## config.mk

```make
export PLATFORM = sky130hd
export DESIGN_NAME = sync_fifo_param_flat
export DESIGN_NICKNAME = d
export VERILOG_FILES = /design/src/rtl/sync_fifo_param_pkg.sv /design/src/rtl/sync_fifo_param_if.sv /design/src/rtl/sync_fifo_param_mem.sv /design/src/rtl/sync_fifo_param.sv /design/src/flat_wrapper.sv
export SDC_FILE = /design/constraint.sdc
export NUM_CORES = 1
export LEC_CHECK = 0
export ABC_AREA = 1
export ABC_CLOCK_PERIOD_IN_PS = 2300
export BUFFER_PORTS_ARGS = -buffer_cell sky130_fd_sc_hd__buf_4
export CAP_MARGIN = 0
export CORE_AREA = 4 4 109 111
export CTS_BUF_LIST = sky130_fd_sc_hd__clkbuf_8
export CTS_CLUSTER_DIAMETER = 80
export DETAILED_ROUTE_END_ITERATION = 8
export DIE_AREA = 0 0 113 115
export PLACE_DENSITY_LB_ADDON = 0.2
export SLEW_MARGIN = 40
export SYNTH_ARGS = -nofsm -noshare
export SYNTH_HDL_FRONTEND = slang
export SYNTH_HIERARCHICAL = 1
export SYNTH_SLANG_ARGS = --single-unit
export TNS_END_PERCENT = 10
```

## constraint.sdc

```tcl
create_clock -name clk -period 2.3 [get_ports clk]
set_input_delay 0 -clock clk [delete_from_list [all_inputs] [get_ports clk]]
set_output_delay 0 -clock clk [all_outputs]
set_load 0.05 [all_outputs]
```

## src/rtl/sync_fifo_param_pkg.sv

```systemverilog
// Shared definitions for the parametrised synchronous FIFO.
// Purpose : default geometry constants and the occupancy-counter width helper.
// Ports   : none (package).
package sync_fifo_param_pkg;

  localparam int DEF_DATA_W = 8;
  localparam int DEF_ADDR_W = 4;
  localparam int DEPTH      = 2 ** DEF_ADDR_W;

  // The counter must reach DEPTH itself (not DEPTH-1), hence one extra bit.
  function automatic int count_w(input int addr_w);
    return $clog2((2 ** addr_w) + 1);
  endfunction

endpackage

```

## src/rtl/sync_fifo_param_if.sv

```systemverilog
// Bus interface of the parametrised synchronous FIFO.
// Purpose : bundles push/pop handshake, data, status and error signals.
// Modports: master - producer/consumer side (drives wr/rd/w_data/flush/clr_err)
//           slave  - FIFO side (drives r_data, r_valid, count and all flags)
interface sync_fifo_param_if
  import sync_fifo_param_pkg::*;
#(
  parameter int DATA_W = DEF_DATA_W,
  parameter int ADDR_W = DEF_ADDR_W
);

  localparam int CNT_W = count_w(ADDR_W);

  logic              flush;
  logic              wr;
  logic [DATA_W-1:0] w_data;
  logic              rd;
  logic              clr_err;
  logic [DATA_W-1:0] r_data;
  logic              r_valid;
  logic              full;
  logic              empty;
  logic              almost_full;
  logic              almost_empty;
  logic [CNT_W-1:0]  count;
  logic              overflow;
  logic              underflow;

  modport master (
    output flush, wr, w_data, rd, clr_err,
    input  r_data, r_valid, full, empty, almost_full, almost_empty,
           count, overflow, underflow
  );

  modport slave (
    input  flush, wr, w_data, rd, clr_err,
    output r_data, r_valid, full, empty, almost_full, almost_empty,
           count, overflow, underflow
  );

endinterface

```

## src/rtl/sync_fifo_param_mem.sv

```systemverilog
// fifo_mem - dual-port storage for the synchronous FIFO.
// Purpose : synchronous write port; read port is either combinational
//           (show-ahead) or a registered BRAM-style read loaded on rd_en_i.
// Ports   : clk, rst_n (resets only the read register),
//           wr_en_i/wr_addr_i/wr_data_i  write port,
//           rd_en_i/rd_addr_i/rd_data_o  read port.
module fifo_mem #(
  parameter int DATA_W  = 8,
  parameter int ADDR_W  = 4,
  parameter int OUT_REG = 0
) (
  input  logic              clk,
  input  logic              rst_n,
  input  logic              wr_en_i,
  input  logic [ADDR_W-1:0] wr_addr_i,
  input  logic [DATA_W-1:0] wr_data_i,
  input  logic              rd_en_i,
  input  logic [ADDR_W-1:0] rd_addr_i,
  output logic [DATA_W-1:0] rd_data_o
);

  // Storage is deliberately not reset so it can map onto block RAM.
  logic [DATA_W-1:0] mem_q [2**ADDR_W];

  always_ff @(posedge clk) begin
    if (wr_en_i) begin
      mem_q[wr_addr_i] <= wr_data_i;
    end
  end

  generate
    if (OUT_REG != 0) begin : g_reg_read
      logic [DATA_W-1:0] rd_data_q;

      // Holds the last popped word until the next accepted pop.
      always_ff @(posedge clk or negedge rst_n) begin
        if (!rst_n) begin
          rd_data_q <= '0;
        end else if (rd_en_i) begin
          rd_data_q <= mem_q[rd_addr_i];
        end
      end

      assign rd_data_o = rd_data_q;
    end else begin : g_comb_read
      logic unused_ok;
      assign unused_ok = &{1'b0, rst_n, rd_en_i};
      assign rd_data_o = mem_q[rd_addr_i];
    end
  endgenerate

endmodule

```

## src/rtl/sync_fifo_param.sv

```systemverilog
// sync_fifo_param - parametrised single-clock FIFO.
// Purpose : pointers, occupancy count, registered status flags, sticky
//           overflow/underflow errors and synchronous flush around fifo_mem.
// Ports   : clk   - system clock, rising edge
//           rst_n - asynchronous active-low reset
//           bus   - sync_fifo_param_if.slave (handshake, data, status, errors)
module sync_fifo_param
  import sync_fifo_param_pkg::*;
#(
  parameter int DATA_W    = DEF_DATA_W,
  parameter int ADDR_W    = DEF_ADDR_W,
  parameter int AF_THRESH = 14,
  parameter int AE_THRESH = 2,
  parameter int OUT_REG   = 0
) (
  input  logic clk,
  input  logic rst_n,
  sync_fifo_param_if.slave bus
);

  localparam int CNT_W      = count_w(ADDR_W);
  localparam int FIFO_DEPTH = 2 ** ADDR_W;
  localparam logic [CNT_W-1:0] DEPTH_C = CNT_W'(FIFO_DEPTH);
  localparam logic [CNT_W-1:0] AF_C    = CNT_W'(AF_THRESH);
  localparam logic [CNT_W-1:0] AE_C    = CNT_W'(AE_THRESH);

  logic [ADDR_W-1:0] wr_ptr_q, wr_ptr_d;
  logic [ADDR_W-1:0] rd_ptr_q, rd_ptr_d;
  logic [CNT_W-1:0]  count_q, count_d;
  logic full_q, full_d, empty_q, empty_d;
  logic afull_q, afull_d, aempty_q, aempty_d;
  logic ovf_q, ovf_d, udf_q, udf_d;
  logic push_ok, pop_ok;

  always_comb begin
    // Accept decisions use last cycle's registered flags only; flush
    // suppresses both so nothing is stored, popped or flagged alongside it.
    push_ok  = bus.wr & ~full_q & ~bus.flush;
    pop_ok   = bus.rd & ~empty_q & ~bus.flush;
    wr_ptr_d = wr_ptr_q;
    rd_ptr_d = rd_ptr_q;
    count_d  = count_q;

    if (bus.flush) begin
      wr_ptr_d = '0;
      rd_ptr_d = '0;
      count_d  = '0;
    end else begin
      if (push_ok) wr_ptr_d = wr_ptr_q + 1'b1;
      if (pop_ok)  rd_ptr_d = rd_ptr_q + 1'b1;
      case ({push_ok, pop_ok})
        2'b10:   count_d = count_q + 1'b1;
        2'b01:   count_d = count_q - 1'b1;
        default: count_d = count_q;
      endcase
    end

    full_d   = (count_d == DEPTH_C);
    empty_d  = (count_d == '0);
    afull_d  = (count_d >= AF_C);
    aempty_d = (count_d <= AE_C);

    // Set term is ORed after the clear so a same-cycle set wins.
    ovf_d = (bus.wr & full_q & ~bus.flush) | (ovf_q & ~bus.clr_err);
    udf_d = (bus.rd & empty_q & ~bus.flush) | (udf_q & ~bus.clr_err);
  end

  always_ff @(posedge clk or negedge rst_n) begin
    if (!rst_n) begin
      wr_ptr_q <= '0;
      rd_ptr_q <= '0;
      count_q  <= '0;
      full_q   <= 1'b0;
      empty_q  <= 1'b1;
      afull_q  <= 1'b0;
      aempty_q <= 1'b1;
      ovf_q    <= 1'b0;
      udf_q    <= 1'b0;
    end else begin
      wr_ptr_q <= wr_ptr_d;
      rd_ptr_q <= rd_ptr_d;
      count_q  <= count_d;
      full_q   <= full_d;
      empty_q  <= empty_d;
      afull_q  <= afull_d;
      aempty_q <= aempty_d;
      ovf_q    <= ovf_d;
      udf_q    <= udf_d;
    end
  end

  fifo_mem #(
    .DATA_W  (DATA_W),
    .ADDR_W  (ADDR_W),
    .OUT_REG (OUT_REG)
  ) u_mem (
    .clk       (clk),
    .rst_n     (rst_n),
    .wr_en_i   (push_ok),
    .wr_addr_i (wr_ptr_q),
    .wr_data_i (bus.w_data),
    .rd_en_i   (pop_ok),
    .rd_addr_i (rd_ptr_q),
    .rd_data_o (bus.r_data)
  );

  generate
    if (OUT_REG != 0) begin : g_valid_reg
      logic r_valid_q;
      // High only in the cycle after an accepted pop; flush masks pop_ok.
      always_ff @(posedge clk or negedge rst_n) begin
        if (!rst_n) r_valid_q <= 1'b0;
        else        r_valid_q <= pop_ok;
      end
      assign bus.r_valid = r_valid_q;
    end else begin : g_valid_comb
      assign bus.r_valid = ~empty_q;
    end
  endgenerate

  assign bus.count        = count_q;
  assign bus.full         = full_q;
  assign bus.empty        = empty_q;
  assign bus.almost_full  = afull_q;
  assign bus.almost_empty = aempty_q;
  assign bus.overflow     = ovf_q;
  assign bus.underflow    = udf_q;

endmodule

```

## src/flat_wrapper.sv

```systemverilog
// flat-port wrapper written by rule: the top's interface ports become plain ports
module sync_fifo_param_flat import sync_fifo_param_pkg::*;
#(
  parameter int DATA_W    = DEF_DATA_W,
  parameter int ADDR_W    = DEF_ADDR_W,
  parameter int AF_THRESH = 14,
  parameter int AE_THRESH = 2,
  parameter int OUT_REG   = 0
)
  (clk, rst_n, bus_flush, bus_wr, bus_w_data, bus_rd, bus_clr_err, bus_r_data, bus_r_valid, bus_full, bus_empty, bus_almost_full, bus_almost_empty, bus_count, bus_overflow, bus_underflow);
  sync_fifo_param_if #(.DATA_W(DATA_W), .ADDR_W(ADDR_W)) bus_i ();
  input  logic clk;
  input  logic rst_n;
  input wire logic [$bits(bus_i.flush)-1:0] bus_flush;
  input wire logic [$bits(bus_i.wr)-1:0] bus_wr;
  input wire logic [$bits(bus_i.w_data)-1:0] bus_w_data;
  input wire logic [$bits(bus_i.rd)-1:0] bus_rd;
  input wire logic [$bits(bus_i.clr_err)-1:0] bus_clr_err;
  output wire logic [$bits(bus_i.r_data)-1:0] bus_r_data;
  output wire logic [$bits(bus_i.r_valid)-1:0] bus_r_valid;
  output wire logic [$bits(bus_i.full)-1:0] bus_full;
  output wire logic [$bits(bus_i.empty)-1:0] bus_empty;
  output wire logic [$bits(bus_i.almost_full)-1:0] bus_almost_full;
  output wire logic [$bits(bus_i.almost_empty)-1:0] bus_almost_empty;
  output wire logic [$bits(bus_i.count)-1:0] bus_count;
  output wire logic [$bits(bus_i.overflow)-1:0] bus_overflow;
  output wire logic [$bits(bus_i.underflow)-1:0] bus_underflow;
  assign bus_i.flush = bus_flush;
  assign bus_i.wr = bus_wr;
  assign bus_i.w_data = bus_w_data;
  assign bus_i.rd = bus_rd;
  assign bus_i.clr_err = bus_clr_err;
  assign bus_r_data = bus_i.r_data;
  assign bus_r_valid = bus_i.r_valid;
  assign bus_full = bus_i.full;
  assign bus_empty = bus_i.empty;
  assign bus_almost_full = bus_i.almost_full;
  assign bus_almost_empty = bus_i.almost_empty;
  assign bus_count = bus_i.count;
  assign bus_overflow = bus_i.overflow;
  assign bus_underflow = bus_i.underflow;
  sync_fifo_param #(.DATA_W(DATA_W), .ADDR_W(ADDR_W), .AF_THRESH(AF_THRESH), .AE_THRESH(AE_THRESH), .OUT_REG(OUT_REG)) u_core (.clk(clk), .rst_n(rst_n), .bus(bus_i));
endmodule
```

# == After elaboration in Yosys (flattened, before gate mapping) ==
# Memory sizes are Yosys's and may differ from the RTL's.
# Index checks and enable logic that the tools add are counted.
# classes
reduce_logical,3
magnitude_cmp,2
eq_ne,3
addsub,4
n_mux,8
bitwise_logic,16
# op_table
cell,n
2-to-1 mux 4 bit,4
bitwise AND 1 bit,10
one-hot mux 5 bit (2 select lines),1
"adder 4 x 1 -> 4 bit, second input constant",2
"adder 5 x 1 -> 5 bit, second input constant",1
"== test 5 bit, second input constant",1
"greater-or-equal comparator 5 x 4 -> 1 bit, second input constant",1
"<= comparator 5 x 2 -> 1 bit, second input constant",1
logical NOT 5 bit,1
2-to-1 mux 5 bit,1
"subtractor 5 x 1 -> 5 bit, second input constant",1
NOT 1 bit,4
nonzero test 2 bit,2
"== test 2 x 1 -> 1 bit, second input constant",1
"== test 2 bit, second input constant",1
2-to-1 mux 1 bit,2
bitwise OR 1 bit,2
# word_totals
word_cells,46
output_inout_bits,20
reg_bits,19
ramBits,128
n_memories,1
in_bits,14
# memory_table
name,words,word_bits,read_ports,rd_ports_with_merged_regs,write_ports,line_no,text
u_core.u_mem.mem_q,16,8,1,0,1,sync_fifo_param_mem.sv:23,logic [DATA_W-1:0] mem_q [2**ADDR_W];

# == Logic depth before layout (Yosys ltp) ==
# depth
depth_word,7
depth_mapped,18
ltp_nobuf,18

# == Cells and area by module ==
# The synthesis kept the hierarchy.
# by_module_without_submodules
mod,area_per_inst_um2,seq_area_each_um2,cells_per_inst,instances
fifo_mem,5606.6,3843.7,543,1
sync_fifo_param,1136.1,478.0,147,1

# == Least setup slack after synthesis ==
# No wires, ideal clock.
# synth_timing
path_kind,register to register
from,"reg u_core.full_q, in the netlist u_core/bus.full"
to,"reg u_core.full_q, in the netlist u_core/bus.full"
slack_ps,46
setup_ps,115
path_stages_with_launch,14
required_time_ps,2185
arrival_time_ps,2138
period_less_slack_ps,2254
n_path_buf,0
path_cell_list,dfrtp_1 -> inv_1 -> nand2_4 -> nor2_1 -> inv_1 -> ha_1 -> inv_1 -> nor2_1 -> nor3_1 -> inv_1 -> nand2_1 -> nor2_2 -> nand2_2 -> nor2_1
# synth_between
elab_chain_len,7
word_cells_on_any_way,8
classes_between,eq/ne: 3; mux: 2; bitwise: 3
# synth_lines
item,line_no,text
"start, declared",sync_fifo_param.sv:30,"logic full_q, full_d, empty_q, empty_d;"
"start signal, assigned",sync_fifo_param.sv:83,full_q <= full_d;
NOT 1 bit (*),sync_fifo_param.sv:38,push_ok = bus.wr & ~full_q & ~bus.flush;
bitwise AND 1 bit (*) (2 in a row),sync_fifo_param.sv:38,
net u_core.push_ok,sync_fifo_param.sv:33,"logic push_ok, pop_ok;"
== test 2 x 1 -> 1 bit / == test 2 bit (equally long branches),sync_fifo_param.sv:51,"case ({push_ok, pop_ok})"
one-hot mux 5 bit (2 select lines) (*),sync_fifo_param.sv:51,
2-to-1 mux 5 bit (*),sync_fifo_param.sv:44,if (bus.flush) begin
net u_core.count_d[0],sync_fifo_param.sv:29,"logic [CNT_W-1:0] count_q, count_d;"
== test 5 bit (*),sync_fifo_param.sv:58,full_d = (count_d == DEPTH_C);
net u_core.full_d,sync_fifo_param.sv:30,
# The timed path passes the listed nets; every way through them passes the cells marked *.
# A chain may end at the register's enable or synchronous reset.

# == Worst setup path after layout ==
# layout_timing
from,reg u_core.rd_ptr_q[0]
to,out bus_r_data[5]
# layout_between
elab_chain_len,1
# layout_lines
item,line_no,text
"start, declared",sync_fifo_param.sv:28,"logic [ADDR_W-1:0] rd_ptr_q, rd_ptr_d;"
"start signal, assigned",sync_fifo_param.sv:81,rd_ptr_q <= rd_ptr_d;
memory (16 x 8 bit),n/a,
"end, declared",flat_wrapper.sv:19,output wire logic [$bits(bus_i.r_data)-1:0] bus_r_data;
# Every way passes these cells.

==> summary.md <==
| Metric | Value |
|---|---|
| Die Height | `115 um` |
| # port buffers | `33` |
| DRT Pass-1 Iters | `6` |
| Die extent in x | `113 um` |
| Gr usage total | `25.0%` |
| Crit-path cells | `buf_4, nand2_1, nand2_1, nand2_1, nand3_1, nand3_1, nand2_1, buf_4` |
| Clock slew seen by the registers of the worst setup and hold paths | `about 80 ps` |
| Iteration-0 DRC Markers | `569` |
| Via count of the first global-routing pass | `4797` |
| CP max stage cell | `buf_4` |
| Minimum clock period | `2170 ps` |
| CTS Buf Count | `17` |
| Critical Path Most Common Cell | `nand2_1` |
| Final setup TNS | `0 ps` |
| Root Driver | `clkbuf_8` |
| RePlAce Congestion | `0.808` |
| Initial cell density of the core | `62.4%` |
| Avg Cell Area, Syn | `between 9 and 10 sq um` |
| Worst skew pair latency | `440 ps` |
| Post-route DRC | `0` |
| Wirelength per Cell | `~17 um` |
| Worst Setup Path Type | `register to output port` |
| RSZ-0062 raised after global routing | `no` |
| Final-report setup violation count | `0` |
| Max Freq | `461 MHz` |
| CTS tree | `yes` |
| Area delta synth->final | `15.8%` |
| N_diodes | `0` |
| Largest net degree at the start of global routing | `47` |
| Max Cap Viol | `0` |
| Final hold vios | `0` |
| CP Launch Type | `register` |
| Max VDD drop | `0.000778 V` |
| Die area | `0.0130 sq mm` |
| CP Data Required Time | `2300 ps` |
| Detail Route Antenna Nets | `0` |
| YS warnings | `6` |
| Hold Crit Class | `input pin to asynchronous set/reset pin` |
| Setup bufs post-CTS | `0` |
| Grt ovf | `0` |
| Worst Tran Pin Value | `between 600 and 700 ps` |
| Final nets | `773` |
| Static leakage | `3.51 nW` |
| DR vias | `roughly 4900` |
| H-tree depth | `4` |
| PD cells | `908 mW/mm^2` |
| Worst setup EP type | `output port` |
| Crit-path max FO | `46` |
| Max Buffers Root-to-Sink | `2` |
| Critical Path Max Stage Delay | `450 ps` |
| Power, Total | `about 0.0071 W` |
| Num rows | `38` |
| Share of cells above drive strength 1 | `14.8%` |
| Clock sink count | `147` |
| Syn_nets | `707` |
| Arr. time, crit path | `2170 ps` |
| Initial antenna violation count | `0` |
| Slew Limit Fails | `0` |
| Status | `complete, no violations` |
| First-pass GRT wire length | `24600 um` |
| Post-Syn Instances | `about 690` |
| Final period util | `approximately 94%` |
| Mapped Area | `0.00674 sq mm` |
| Post-DP HPWL | `9320 um` |
| Drt via density | `5.42` |
| Core box area | `approximately 0.011 sq mm` |
| Setup Skew | `11.4 ps` |
| Routed wire length | `15200 um` |
| Slew headroom | `56.8%` |
| I/O pin total | `34` |
[final timing paths]
path                                    startpoint  depth (start not counted)                         to  slack, ps
worst max-delay path            u_core/rd_ptr_q[0]                          8              bus_r_data[5]        130
worst min-delay path                         rst_n                          2           u_core/bus.empty         50
worst max register to register     u_core/bus.full                         11    u_core/bus.almost_empty        230
worst min register to register  u_core/wr_ptr_q[2]                          1         u_core/wr_ptr_q[2]        600
max in group asynchronous                    rst_n                          3         u_core/rd_ptr_q[0]       1850
min in group clk                     bus_w_data[1]                          2  u_core/u_mem/mem_q[10][1]        420
[through the flow]
step	util [%]	cells	hold slack [ps]	setup slack, ps	instance area [sq um]
3_5_place_dp	66.5	860	-115	265	7170
6_report	72.3	908	54.4	131	7800
2_1_floorplan	-	689	-296	46.3	6740
3_3_place_gp	66.5	860	-119	362	7170
4_1_cts	72.3	908	28.9	109	7800
5_1_grt	72.3	908	50.4	4.30	7800
[state kept, by name, indices dropped and copies added, names as in the netlist]
| register | flops |
|---|---|
| u_core/bus.underflow | 1 |
| u_core/bus.overflow | 1 |
| u_core/wr_ptr_q | 4 |
| u_core/u_mem/mem_q | 128 |
| u_core/bus.empty | 1 |
| u_core/bus.count | 5 |
| u_core/bus.almost_empty | 1 |
| u_core/bus.full | 1 |
| u_core/bus.almost_full | 1 |
| u_core/rd_ptr_q | 4 |
[per-layer routing]
metal  share of wire (%)  GRT usage, %
met3                 7.8          4.37
met1                  39          32.4
met4                 2.4          10.3
met2                  51          42.1
met5                   0             0
[repair_timing]
action | in CTS | in global routing
resized for setup | 0 | 1
setup endpoints to repair | 0 | 1
hold buffers | 16 | 0
endpoints found under the hold margin | 162 | 0
[placed cells by master, fill, tap and decap left out, types with 2 or more instances in the layout]
| cell | count |
|---|---|
| nor2_2 | 4 |
| bufinv_16 | 6 |
| nor3_1 | 4 |
| a31oi_1 | 2 |
| nand2_2 | 6 |
| nand2_1 | 200 |
| nand3_1 | 106 |
| o21ai_0 | 4 |
| ha_1 | 4 |
| dfrtp_1 | 16 |
| nor2_4 | 2 |
| clkbuf_8 | 17 |
| inv_1 | 126 |
| edfxtp_1 | 128 |
| nand4_1 | 3 |
| nand2_4 | 2 |
| dfstp_2 | 2 |
| nor2_1 | 34 |
| dlygate4sd3_1 | 15 |
| nand3b_1 | 2 |
| nand3_2 | 5 |
| buf_4 | 55 |
| clkinv_1 | 3 |
| inv_6 | 2 |
| inv_2 | 6 |
| clkinvlp_4 | 2 |
| a21oi_1 | 3 |
[power breakdown]
part	switching (W)	total [W]	leakage (nW)	internal (W)
Sequential	0.0000680	0.00306	1.40	0.00299
Clock	0.000970	0.00236	0.231	0.00139
Combinational	0.00117	0.00166	1.88	0.000488
Total	0.00221	0.00708	3.51	0.00487
[layout make-up]
cell class              count  area, sq um
clock buffers              17          234
clock inverters            15          236
fillers                   750         2990
inverters                 132          497
multi-input cells         385         1750
flip-flops and latches    147         4320
well taps                 140          175
repair buffers             72          588
[worst max-delay path, delay by kind of cell (launching register included)]
family                 cells  cell delay, ps
and+or+nand+nor            6             640
DFF                        1             400
buffers and inverters      2             670
Power figures use the tool's default switching activity.
